`src/rtl/send_scheduler.sv`:
```
`default_nettype none
// ============================================================================
//  Module   : send_scheduler
//  Purpose  : Merges two one-pulse message requesters into a circular FIFO
//             (round-robin on conflicts) and dispatches entries one at a time
//             to the interboard sender with ctrl_en handshake, retry on
//             non-acceptance and an enforced idle gap between transactions.
//  Revision : 1.0  initial release
// ============================================================================
module send_scheduler #(
  parameter int DEPTH = 4,
  parameter int GAP   = 2
) (
  input  logic        clk,
  input  logic        rst,
  input  logic        req_a_en,
  input  logic [21:0] req_a_msg,
  input  logic        req_b_en,
  input  logic [21:0] req_b_msg,
  input  logic        send_idle,
  output logic        ctrl_en,
  output logic [3:0]  ctrl_msg_type,
  output logic [4:0]  ctrl_block_x,
  output logic [2:0]  ctrl_block_y,
  output logic [5:0]  ctrl_card,
  output logic [2:0]  ctrl_sel_len,
  output logic        ctrl_move_dir,
  output logic [4:0]  q_count,
  output logic        overflow,
  output logic        busy
);

  localparam int         c_AW       = (DEPTH > 1) ? $clog2(DEPTH) : 1;
  localparam logic [5:0] c_DEPTH    = 6'(DEPTH);
  localparam logic [3:0] c_GAP_LAST = 4'((GAP > 0) ? (GAP - 1) : 0);
  localparam logic [2:0] c_RETRY_LAST = 3'd7;

  localparam logic [2:0] c_S_IDLE        = 3'd0;
  localparam logic [2:0] c_S_ISSUE       = 3'd1;
  localparam logic [2:0] c_S_WAIT_ACCEPT = 3'd2;
  localparam logic [2:0] c_S_WAIT_DONE   = 3'd3;
  localparam logic [2:0] c_S_GAP_WAIT    = 3'd4;

  logic [2:0]      r_state;
  logic [2:0]      w_state_nxt;
  logic [21:0]     r_mem [DEPTH];
  logic [c_AW-1:0] r_wr_ptr;
  logic [c_AW-1:0] r_rd_ptr;
  logic [c_AW-1:0] w_wr_ptr1;
  logic [4:0]      r_count;
  logic            r_rr;          // 0: A wins the next conflict, 1: B wins
  logic [3:0]      r_gap_cnt;
  logic [2:0]      r_retry_cnt;
  logic            r_overflow;
  logic [21:0]     r_msg;

  logic            w_pop;
  logic [5:0]      w_space;
  logic            w_push0;
  logic            w_push1;
  logic [21:0]     w_data0;
  logic [21:0]     w_data1;
  logic            w_drop;
  logic [1:0]      w_n_push;

  // The head leaves the FIFO in the same cycle the FSM moves IDLE->ISSUE,
  // so that slot already counts as free for this cycle's pushes.
  assign w_pop     = (r_state == c_S_IDLE) && (r_count != 5'd0) && send_idle;
  assign w_space   = c_DEPTH - {1'b0, r_count} + {5'b0, w_pop};
  assign w_wr_ptr1 = r_wr_ptr + c_AW'(1);
  assign w_n_push  = {1'b0, w_push0} + {1'b0, w_push1};

  // Decide which requests are written, in which order, and which are dropped
  always_comb begin
    w_push0 = 1'b0;
    w_push1 = 1'b0;
    w_data0 = req_a_msg;
    w_data1 = req_b_msg;
    w_drop  = 1'b0;
    if (req_a_en && req_b_en) begin
      if (r_rr) begin
        w_data0 = req_b_msg;
        w_data1 = req_a_msg;
      end
      w_push0 = (w_space >= 6'd1);
      w_push1 = (w_space >= 6'd2);
      w_drop  = (w_space <  6'd2);
    end else if (req_a_en) begin
      w_push0 = (w_space != 6'd0);
      w_data0 = req_a_msg;
      w_drop  = (w_space == 6'd0);
    end else if (req_b_en) begin
      w_push0 = (w_space != 6'd0);
      w_data0 = req_b_msg;
      w_drop  = (w_space == 6'd0);
    end
  end

  // FIFO storage; contents need no reset because the pointers define validity
  always_ff @(posedge clk) begin
    if (rst && w_push0) r_mem[r_wr_ptr]  <= w_data0;
    if (rst && w_push1) r_mem[w_wr_ptr1] <= w_data1;
  end

  // FIFO pointers, occupancy, sticky overflow and round-robin pointer
  always_ff @(posedge clk) begin
    if (!rst) begin
      r_wr_ptr   <= '0;
      r_rd_ptr   <= '0;
      r_count    <= 5'd0;
      r_overflow <= 1'b0;
      r_rr       <= 1'b0;
    end else begin
      r_wr_ptr <= r_wr_ptr + c_AW'(w_n_push);
      if (w_pop) r_rd_ptr <= r_rd_ptr + c_AW'(1);
      r_count <= r_count + {3'b0, w_n_push} - {4'b0, w_pop};
      if (w_drop) r_overflow <= 1'b1;
      if (req_a_en && req_b_en) r_rr <= ~r_rr;
    end
  end

  // FSM state register
  always_ff @(posedge clk) begin
    if (!rst) r_state <= c_S_IDLE;
    else      r_state <= w_state_nxt;
  end

  // FSM next-state logic
  always_comb begin
    w_state_nxt = r_state;
    case (r_state)
      c_S_IDLE:        if (w_pop) w_state_nxt = c_S_ISSUE;
      c_S_ISSUE:       w_state_nxt = c_S_WAIT_ACCEPT;
      c_S_WAIT_ACCEPT: begin
        if (!send_idle)                       w_state_nxt = c_S_WAIT_DONE;
        else if (r_retry_cnt == c_RETRY_LAST) w_state_nxt = c_S_ISSUE;
      end
      // With no gap configured the sender completion returns straight to IDLE
      c_S_WAIT_DONE:   if (send_idle) w_state_nxt = (GAP == 0) ? c_S_IDLE : c_S_GAP_WAIT;
      c_S_GAP_WAIT:    if (r_gap_cnt == c_GAP_LAST) w_state_nxt = c_S_IDLE;
      default:         w_state_nxt = c_S_IDLE;
    endcase
  end

  // Cycle counters for the accept timeout and the inter-transaction gap
  always_ff @(posedge clk) begin
    if (!rst) begin
      r_retry_cnt <= 3'd0;
      r_gap_cnt   <= 4'd0;
    end else begin
      r_retry_cnt <= (r_state == c_S_WAIT_ACCEPT) ? r_retry_cnt + 3'd1 : 3'd0;
      r_gap_cnt   <= (r_state == c_S_GAP_WAIT)    ? r_gap_cnt + 4'd1   : 4'd0;
    end
  end

  // Dispatched message fields, loaded only when an entry leaves the FIFO
  always_ff @(posedge clk) begin
    if (!rst)       r_msg <= 22'd0;
    else if (w_pop) r_msg <= r_mem[r_rd_ptr];
  end

  // FSM outputs; the pulse is masked if the sender is not idle so a start
  // is never issued into a busy sender
  always_comb begin
    ctrl_en = (r_state == c_S_ISSUE) && send_idle;
    busy    = (r_count != 5'd0) || (r_state != c_S_IDLE);
  end

  assign ctrl_msg_type = r_msg[21:18];
  assign ctrl_block_x  = r_msg[17:13];
  assign ctrl_block_y  = r_msg[12:10];
  assign ctrl_card     = r_msg[9:4];
  assign ctrl_sel_len  = r_msg[3:1];
  assign ctrl_move_dir = r_msg[0];
  assign q_count       = r_count;
  assign overflow      = r_overflow;

endmodule
`default_nettype wire
```
`config.mk`:
```
export PLATFORM = sky130hd
export DESIGN_NAME = send_scheduler
export DESIGN_NICKNAME = d
export VERILOG_FILES = /design/src/rtl/send_scheduler.sv
export SDC_FILE = /design/constraint.sdc
export NUM_CORES = 1
export LEC_CHECK = 0
export BUFFER_PORTS_ARGS = -buffer_cell sky130_fd_sc_hd__buf_4
export CORE_ASPECT_RATIO = 0.9
export CORE_MARGIN = 4
export CORE_UTILIZATION = 25
export CTS_CLUSTER_SIZE = 8
export DETAILED_ROUTE_END_ITERATION = 8
export HOLD_SLACK_MARGIN = 0.15
export PLACE_DENSITY = 0.5
export SYNTH_ARGS = -nofsm -noshare
export SYNTH_HDL_FRONTEND = slang
export SYNTH_SLANG_ARGS = --single-unit
```
`constraint.sdc`:
```
create_clock -name clk -period 4.7 [get_ports clk]
set_input_delay 0.235 -clock clk [delete_from_list [all_inputs] [get_ports clk]]
set_output_delay 0.235 -clock clk [all_outputs]
set_load 0.05 [all_outputs]
```
# After elaboration in Yosys (flattened, before gate mapping)
# Memories as Yosys holds them, arrays and structs flattened. A register that Yosys moved wholly into a read port is not among the register bits.
# Cells that the tools add are included.
[classes]
muxes = 23
n_eq_ne = 10
bitwise_logic = 1
n_addsub = 10
n_lt_le_gt_ge = 3
n_reduce_logical = 16
[op_table]
columns = ["op", "n"]
rows = [
  ["two-way mux 22 bit", 6],
  ["two-way mux 3 bit", 5],
  ["one-hot mux 3 bit (5 select lines)", 1],
  ["two-way mux 1 bit", 11],
  ["adder 6 x 1 -> 6 bit", 1],
  ["equality test 3 x 2 -> 1 bit (second input constant)", 2],
  ["equality test 3 bit (second input constant)", 2],
  [">= comparator 6 x 1 -> 1 bit (second input constant)", 1],
  [">= comparator 6 x 2 -> 1 bit (second input constant)", 1],
  ["logical AND 1 bit", 6],
  ["logical NOT 6 bit", 1],
  ["less-than comparator 6 x 2 -> 1 bit (second input constant)", 1],
  ["inequality test 2 bit (second input constant)", 3],
  ["nonzero test 6 bit", 1],
  ["subtractor 3 x 5 -> 6 bit (first input constant)", 1],
  ["adder 5 x 2 -> 5 bit", 1],
  ["nonzero test 5 bit", 1],
  ["subtractor 5 x 1 -> 5 bit", 1],
  ["adder 2 x 1 -> 2 bit (second input constant)", 2],
  ["adder 4 x 1 -> 4 bit (second input constant)", 1],
  ["equality test 4 x 1 -> 1 bit (second input constant)", 1],
  ["AND reduction 2 bit", 2],
  ["AND reduction 4 bit", 1],
  ["adder 3 x 1 -> 3 bit (second input constant)", 1],
  ["other kinds (9)", 9],
]
[totals]
ff_bits = 21
input_bits = 49
elab_cells = 72
ramBits = 88
n_memories = 1
out_inout_bits = 30
[memory_table]
columns = ["memory", "words", "width", "rd", "rd_clocked_by_memory_dff", "wr", "line", "text"]
rows = [
  ["r_mem", 4, 22, 1, 1, 2, "46", "logic [21:0] r_mem [DEPTH];"],
]

# Logic depth before layout (Yosys ltp)
# Gate-level depths: netlist (run 1).
[depth]
depth_word = 11
mapped_depth = 24
ltp_nobuf = 22

# Least setup slack after synthesis (run 1)
# OpenSTA, ideal clock, no wires.
[synth_path]
kind = "reg-to-reg"
startpoint = "reg r_count[3] (netlist: q_count[3])"
endpoint = "reg r_count[4] (netlist: q_count[4])"
period_less_slack_ps = 4918
setup_time_ps = 115
t_arrival_ps = 4803
path_slack_ps = -218
path_buffers = 2
path_stages_with_launch = 24
required_time_ps = 4585
path_cell_list = "dfxtp_1 > inv_1 > ha_1 > or4b_2 > nand3_2 > buf_2 > ha_1 > inv_1 > ha_1 > nor4b_4 > and3_1 > buf_6 > a21oi_1 > ha_1 > inv_1 > ha_1 > inv_1 > ha_1 > fa_1 > a21oi_1 > nor2_1 > nor2_1 > xor2_1 > and2_1"
[synth_via]
elab_chain_cells = 11
word_cells_on_any_way = 15
classes_between = "add/sub (5); order compare (2); mux (4); reduce/logical (4)"
[synth_lines]
columns = ["item", "line", "text"]
rows = [
  ["from (decl)", "50", "logic [4:0] r_count;"],
  ["from (signal assigned)", "116", "r_count <= r_count + {3'b0, w_n_push} - {4'b0, w_pop};"],
  ["parallel branches: the longest is 10 deep, another holds subtractor 3 x 5 -> 6 bit", "--", ""],
  ["subtractor 5 x 1 -> 5 bit *", "116", ""],
]
# Mark *: on every way between the ends.
# A chain may end at the register's enable or synchronous reset.

# Worst setup path after layout (run 1)
# Same ends and word-level chain as after synthesis.

==> results of run 1 <==
[cell type report]
| type | instances | share of cell area [%] |
|---|---|---|
| timing repair buffer | 157 | 14.8 |
| sequential | 131 | 38.8 |
| clock buffer | 21 | 4.87 |
| inverter | 17 | 0.705 |
| multi-input combinational | 297 | 34.5 |
| tap | 354 | 4.90 |
| clock inverter | 11 | 1.41 |
[synth_stat cells, drive strengths merged]
master	count	area share [%]
fa	1	0.29
a21oi	4	0.29
or4b	1	0.15
mux4	22	7.3
a21o	3	0.33
ha	16	2.9
nor4bb	1	0.15
nor2b	2	0.18
xnor2	6	0.77
o22ai	4	0.37
or2	2	0.18
and3	3	0.28
a21boi	23	2.5
o31ai	1	0.18
nor2	17	0.94
and2	10	0.92
mux2	88	19
inv	17	0.94
and4b	1	0.15
clkbuf	12	0.66
o21a	1	0.11
nor4b	1	0.35
nand3b	3	0.33
a2111oi	1	0.13
nor3b	1	0.11
dfxtp	43	13
nand3	5	0.44
o21ai	6	0.61
o32ai	4	1.6
nand2b	4	0.37
or3	1	0.092
nand4b	1	0.13
nand4bb	1	0.17
nand2	52	2.9
buf	13	1.8
a211o	1	0.13
edfxtp	88	39
a31oi	4	0.37
xor2	4	0.51
nor3	2	0.22
[how the worst min path moves through the flow]
stage | start | end | slack [ns] | cells after the start
finish | req_a_msg[7] | r_mem[2][7]$_DFFE_PP_ | 0.17 | 2
global route | req_a_msg[7] | r_mem[1][7]$_DFFE_PP_ | 0.16 | 2
CTS | req_a_msg[13] | r_mem[0][13]$_DFFE_PP_ | 0.15 | 2
detailed placement | r_retry_cnt[0]$_SDFF_PN0_ | r_retry_cnt[0]$_SDFF_PN0_ | 0.43 | 1
global placement | r_retry_cnt[0]$_SDFF_PN0_ | r_retry_cnt[0]$_SDFF_PN0_ | 0.41 | 1
floorplan | r_retry_cnt[0]$_SDFF_PN0_ | r_retry_cnt[0]$_SDFF_PN0_ | 0.40 | 1
[layer usage]
metal / track usage [%] / up-vias
li1: - / 2048
met1: 14.1 / 2173
met2: 20.5 / 71
met3: 2.95 / 19
met4: 3.31 / 0
met5: 0 / -
[cell families after synthesis]
| logic type | count (synthesis) |
|---|---|
| AOI/OAI and AO/OA | 52 |
| buffers and inverters | 42 |
| DFF | 131 |
| and+or+nand+nor | 108 |
| muxes | 110 |
| xor gates and xnor gates | 10 |
| adders and majority gates | 17 |
[sequential cells by signal, summed over array words and instances, names as in the netlist]
register	flops
r_retry_cnt	3
r_msg	22
r_wr_ptr	2
r_mem	88
r_rr	1
r_gap_cnt	4
r_rd_ptr	2
q_count	5
r_state	3
overflow	1
[power by group through the flow]
stage               clock network [uW]  registers (uW)  logic, uW
global placement                     0            1710       1760
detailed placement                   0            1720       1780
global route                      1380            1730       1980
finish                            1300            1690       1810
CTS                               1330            1700       1850
floorplan                            0            1870       1070
[critical path, stage by stage (launching register included)]
cell	delay, ns
dfxtp_2	0.33
inv_1	0.10
ha_1	0.23
or4b_2	0.64
nand3_2	0.12
ha_1	0.16
inv_1	0.05
ha_1	0.30
nor4b_4	0.24
and3_4	0.24
a21oi_1	0.07
ha_1	0.30
inv_1	0.05
ha_1	0.26
inv_1	0.04
ha_1	0.20
fa_1	0.42
a21oi_1	0.17
nor2_1	0.06
nor2_1	0.10
xor2_1	0.07
and2_1	0.15
[stage by stage]
stage | utilization (%) | area [um^2] | total power, uW | instances
6_report | 33.6 | 9050 | 4800 | 988
5_1_grt | 33.6 | 9050 | 5090 | 988
4_1_cts | 33.6 | 9030 | 4880 | 987
3_5_place_dp | 29.1 | 7820 | 3510 | 891
3_3_place_gp | 29.1 | 7820 | 3470 | 891
2_1_floorplan | - | 6810 | 2940 | 470
[cell usage in the layout (no fill, tap or decap), types with 5 or more instances in the layout]
cell           synthesis  final
a21boi_0              23     23
and2_1                10     10
buf_4                  0     92
clkbuf_16              0     17
dfxtp_1               43     40
dlygate4sd3_1          0     65
edfxtp_1              88     88
ha_1                  16     16
inv_1                 17     17
mux2_2                14     14
mux2_4                74     74
mux4_2                22     22
nand2_1               52     52
nor2_1                17     17
o21ai_0                5      5
xnor2_1                6      6
[what timing repair did]
action,4_1_cts,5_1_grt
endpoints found under the setup margin,0,1
hold endpoints to repair,81,1
hold buffers,64,1
gates resized for setup,0,1
==> results.md, run 1 <==
- Fin crit share: 93.7%
- Drt total wl: 17.0 mm
- # fillers: 2643
- Setup Skew: 0.0125 ns
- Simple-Gate Fraction of Synth Area: 8.02%
- Root buffer cell: clkbuf_16
- Worst VDD drop: 0.231 mV
- Final Hold Vio Count: 0
- Cell Int Power: 3080 uW
- FF-to-FF setup slack: 0.30 ns
- 1st-iter DRT viols: 177
- Worst-Margin Slew: 0.961 ns
- Post-Syn Area: 6810 um^2
- Mux cell area share after synthesis: 25.9%
- Startpoint types: register
- Clock buffer count from CTS: 17
- Post-synthesis compound-gate area fraction: 6.67%
- Post-synthesis cell type count: 45
- Worst Setup End Kind: register
- Ant. Diodes: 0
- First-pass GRT wire length: 26.3 mm
- Port bufs: 78
- Die Footprint: 29900 um^2
- Crit path to: q_count[4]$_SDFF_PN0_
- Initial core utilization: 25.3%
- Core ar.: 26900 um^2
- DRC Markers: 0
- Drt wl/cell: 17.2 um
- Setup crit start: q_count[3]$_SDFF_PN0_
- Area of the multi-input gates: 3120 um^2
- Vias in the first global route: 4658
- Clk sink count: 131
- R2r startpoint: q_count[3]$_SDFF_PN0_
- Length of the first detailed-routing pass in iterations: 4
- DRT antenna net count: 0
- Max-slew violations: 0
- R2R depth: 21
- RePlAce Congestion: 0.735
- Mean Syn Cell Area: 14.5 um^2
- Crit Path Class: register to register
- Logic pwr share: 37.7%
- WL met2: 8.60 mm
- Top Layer Used: met4
- RSZ-0062 raised after global routing: false
- Outcome: finished clean
- Clk_lat worst skew: 0.42 ns
- YS warnings: 0
- Synth Area in Adders: 3.24%
- Io pins: 79
- WP data arrival: 4.71 ns
- Share of cells above drive strength 1: 39.4%
- CP Max Fanout: 4
- Initial antenna violation count: 0
- CP required: 5.01 ns
- Die X: 182 um
- Via density: 4.36
- Largest family of logic cells by synthesized area: multiplexers
- Gr usage total: 11.6%
- Final setup TNS: 0 ns
- Pwr dens: 530 nW/um^2
- Post-Synth XOR/XNOR Area: 1.29%
- Seq pwr share: 35.2%
- DR vias: 4311
- Largest net degree at the start of global routing: 42
- Post-synthesis sequential area ratio: 51.5%
- Register area: 3510 um^2
- Fin crit period: 4.40 ns
- Pre-CTS setup slack: 0.281 ns
- Final worst slack: 0.298 ns
- Pleak: 0.00343 uW
- #FFs+latches synth: 131
- Syn Nets: 536
- Area Overhead vs Synth: 32.9%
- Max Clock Freq: 0.227 GHz
- Relative slew slack: 36.0%
- Max_cap viols: 0
- Sw Ratio: 35.8%
- # setup viols final: 0
- Total gr overflow: 0
- Cell count after synthesis: 470
- Hold_ws: 0.174 ns
- M1 wire length: 7.60 mm
- Setup Buffers After CTS: 0
- Post-DP HPWL: 10.5 mm
- NetSw: 1720 uW
- Critical R2R Capture: q_count[4]$_SDFF_PN0_
- H-tree Lvls: 4
- Clock Path Buffers: 2
- Clock Power Share: 27.1%
- Clk slew on worst S/H paths: 0.06 ns
- Met3 WL post-DR: 541 um
- Core Rows: 57
- CTS tree: yes
- Die H: 165 um
- Hold/Removal Path Class: input pin to register
- Nets@finish: 687
Note: power is estimated with default switching activity, not from simulation.
==> run 2: changes to the inputs <==
ABC_AREA = 1   (was not set)
==> run 2 against run 1 <==
Against the previous run: design area down 4.7%; largest power group unchanged; via count up 45%; clock power about the same; non-clock buffer count down 63; worst hold slack better by 0.034 ns.
==> results.md, run 2 <==
- CTS tree: yes
- Mean Syn Cell Area: 7.89 um^2 (-46%)
- DRC Markers: 0 (unchanged)
- # setup viols final: 0 (unchanged)
- Synth top area cells: edfxtp_1 (37%), nand2_1 (13%), dfxtp_1 (12%)
- Port bufs: 78 (unchanged)
- WP data arrival: 4.39 ns (-0.32 ns)
- Fin util: 30.6% (-3.0 points)
- Hold buffers post-CTS: 0 (-100%)
- 1st-iter DRT viols: 378 (+110%)
- Length of the first detailed-routing pass in iterations: 5 (+1)
- Top reg by flops: r_mem
- Fin crit share: 86.9% (-6.8 points)
- Vias in the first global route: 6013 (+29%)
- H-tree Lvls: 4 (unchanged)
- Pwr Total: 4920 uW (+2.5%)
- Slowest CP cell: dfxtp_1
- Setup Buffers After CTS: 0 (unchanged)
- Worst path max stage delay: 0.43 ns (-0.21 ns)
- RePlAce Congestion: 0.768 (+4.5%)
- Root buffer cell: clkbuf_16
- Outcome: finished clean
- Drt total wl: 21.6 mm (+27%)
- Die H: 169 um (+2.7%)
- Share of cells above drive strength 1: 14.2% (-25 points)
- Post-synthesis cell type count: 31 (-31%)
- Most frequent cells in the layout: nand2_1 (252), nor2_1 (118), o21ai_0 (102)
- Post-synth top cells: nand2_1 (252), nor2_1 (118), o21ai_0 (102)
- Final Hold Vio Count: 0 (unchanged)
- Area Overhead vs Synth: 19.8%
- Largest register FFs: 88 (unchanged)
- Most common cell after layout, fill and taps aside: nand2_1
- Clock Path Buffers: 2 (unchanged)
- Final setup TNS: 0 ns (unchanged)
- R2r startpoint: q_count[2]$_SDFF_PN0_
- Post-DP HPWL: 13.0 mm (+24%)
- Pre-CTS setup slack: 0.623 ns (+0.342 ns)
- Gr usage total: 13.8% (+2.2 points)
- CP Max Fanout: 6 (+2)
- R2R depth: 25 (+19%)
- CP required: 5.01 ns (about the same)
- Final worst slack: 0.616 ns (+0.318 ns)
- Cell count after synthesis: 912 (+94%)
- Hold Path Stages: 4 (+2)
- Fin crit period: 4.08 ns (-0.318 ns)
- Total gr overflow: 0 (unchanged)
- Die X: 187 um (+2.7%)
- Clk sink count: 131 (unchanged)
- Hold/Removal Path Class: input pin to register
- Startpoint types: register
- Post-CTS sizing: 0 (unchanged)
- Main synth FF type: edfxtp_1
- Post-synthesis sequential area ratio: 48.7% (-2.8 points)
- YS warnings: 0 (unchanged)
- Via density: 4.70 (+7.6%)
- Clk_lat worst skew: 0.43 ns (about the same)
- Worst-Margin Slew: 1.11 ns (+0.146 ns)
- Relative slew slack: 25.9% (-10 points)
- Area leader, netlist: edfxtp_1
- Pwr dens: 571 nW/um^2 (+7.6%)
- Most frequent cell after synthesis: nand2_1
- Worst VDD drop: 0.252 mV (+9.0%)
- Largest net degree at the start of global routing: 89 (+110%)
- Nets@finish: 1026 (+49%)
- DRT antenna net count: 0 (unchanged)
- Max_cap viols: 0 (unchanged)
- Worst Setup End Kind: register
- Initial core utilization: 25.6% (+0.24 points)
- Drt wl/cell: 16.2 um (-5.6%)
- Async set-reset flop share out of synthesis: 0% (unchanged)
- Syn Nets: 978 (+82%)
- Ant. Diodes: 0 (unchanged)
- Critical R2R Capture: q_count[4]$_SDFF_PN0_
- Post-synth EDFFs: 88 (unchanged)
- Max-slew violations: 0 (unchanged)
- Crit Path Class: register to register
- First-pass GRT wire length: 34.3 mm (+31%)
- Pleak: 0.00368 uW (+7.2%)
- Setup crit start: q_count[2]$_SDFF_PN0_
- Core ar.: 28200 um^2 (+4.7%)
- DR vias: 6261 (+45%)
- Crit path to: q_count[4]$_SDFF_PN0_
- CP Buf/Inv Count: 6 (+2)
- Critical path depth: 25 (+19%)
- Setup Skew: 0.0129 ns (+0.000380 ns)
- RSZ-0062 raised after global routing: false
- Io pins: 79 (unchanged)
- #FFs+latches synth: 131 (unchanged)
- Max Clock Freq: 0.245 GHz (+7.8%)
- Clk slew on worst S/H paths: 0.06 ns (about the same)
- CP top delay family: adder cells
- Clock buffer count from CTS: 17 (unchanged)
- FF-to-FF setup slack: 0.62 ns (+0.32 ns)
- Post-Syn Area: 7200 um^2 (+5.7%)
- Initial antenna violation count: 0 (unchanged)
- Yosys top cell area share: 36.7% (-2.1 points)
- Core Rows: 58 (+1.8%)
- Die Footprint: 31600 um^2 (+5.5%)
-- run 2: changes by cell type in the layout (fill, tap and decap cells not counted), moves of 5 or more --
cell           previous run  this run
mux2_4                   74         0
nand2_1                  52       252
nand4_1                   0        99
a21boi_0                 23         1
and2_1                   10         0
o21ai_0                   5       102
a31oi_1                   4        22
inv_2                     0         5
mux4_2                   22         0
dlygate4sd3_1            65         0
nor2_1                   17       118
inv_1                    17        57
o21ai_1                   0        13
mux2_2                   14         0
-- run 2: metrics by stage --
step | hold slack, ns | instance area (um^2) | instances
2_1_floorplan | 0.399 | 7200 | 912
3_3_place_gp | 0.409 | 8040 | 1301
3_5_place_dp | 0.415 | 8040 | 1301
4_1_cts | 0.190 | 8620 | 1333
5_1_grt | 0.225 | 8620 | 1333
6_report | 0.208 | 8620 | 1333
-- run 2: worst min-delay path by stage --
stage,to,startpoint
after floorplan,r_retry_cnt[0]$_SDFF_PN0_,r_retry_cnt[0]$_SDFF_PN0_
after global placement,r_retry_cnt[0]$_SDFF_PN0_,r_retry_cnt[0]$_SDFF_PN0_
after detailed placement,r_retry_cnt[0]$_SDFF_PN0_,r_retry_cnt[0]$_SDFF_PN0_
after CTS,r_state[1]$_SDFFE_PN0P_,send_idle
after global routing,r_state[1]$_SDFFE_PN0P_,send_idle
final,r_state[1]$_SDFFE_PN0P_,send_idle
-- run 2: where the power goes --
part	leakage, uW	internal [uW]	switching, uW
combinational	0.00223	538	1410
sequential	0.00117	1540	126
clock	0.000280	758	552
-- run 2: routing by layer --
metal,global-route usage [%],routed length [um]
met5,0,0
met4,4.11,172
met3,2.80,993
met2,23.2,10400
met1,18.0,10100
-- run 2: worst register-to-register path, delay by kind of cell (launching register included) --
| family | cells | cell delay [ns] |
|---|---|---|
| adder cells (fa/ha/maj) | 7 | 1.82 |
| AND/OR/NAND/NOR | 8 | 0.91 |
| AO/OA/AOI/OAI | 4 | 0.47 |
| flip-flops | 1 | 0.43 |
| buffers and inverters | 6 | 0.34 |
-- run 2: area by class of cell --
cell class,instances,area (um^2)
fill,3046,19500
sequential,131,3500
multi-input combinational,654,3150
timing repair buffer,94,706
tap,360,450
clock buffer,18,439
inverter,62,233
clock inverter,14,141
-- run 2: kinds of logic (layout without fill, tap and decap cells) --
group,after synthesis,after routing,share of synthesized area (%)
compound gates,148,148,11.0
flops,131,131,48.7
xor+xnor,3,3,0.365
simple gates,486,486,29.2
buf+inv,127,188,7.63
fa+ha+maj,17,17,3.06
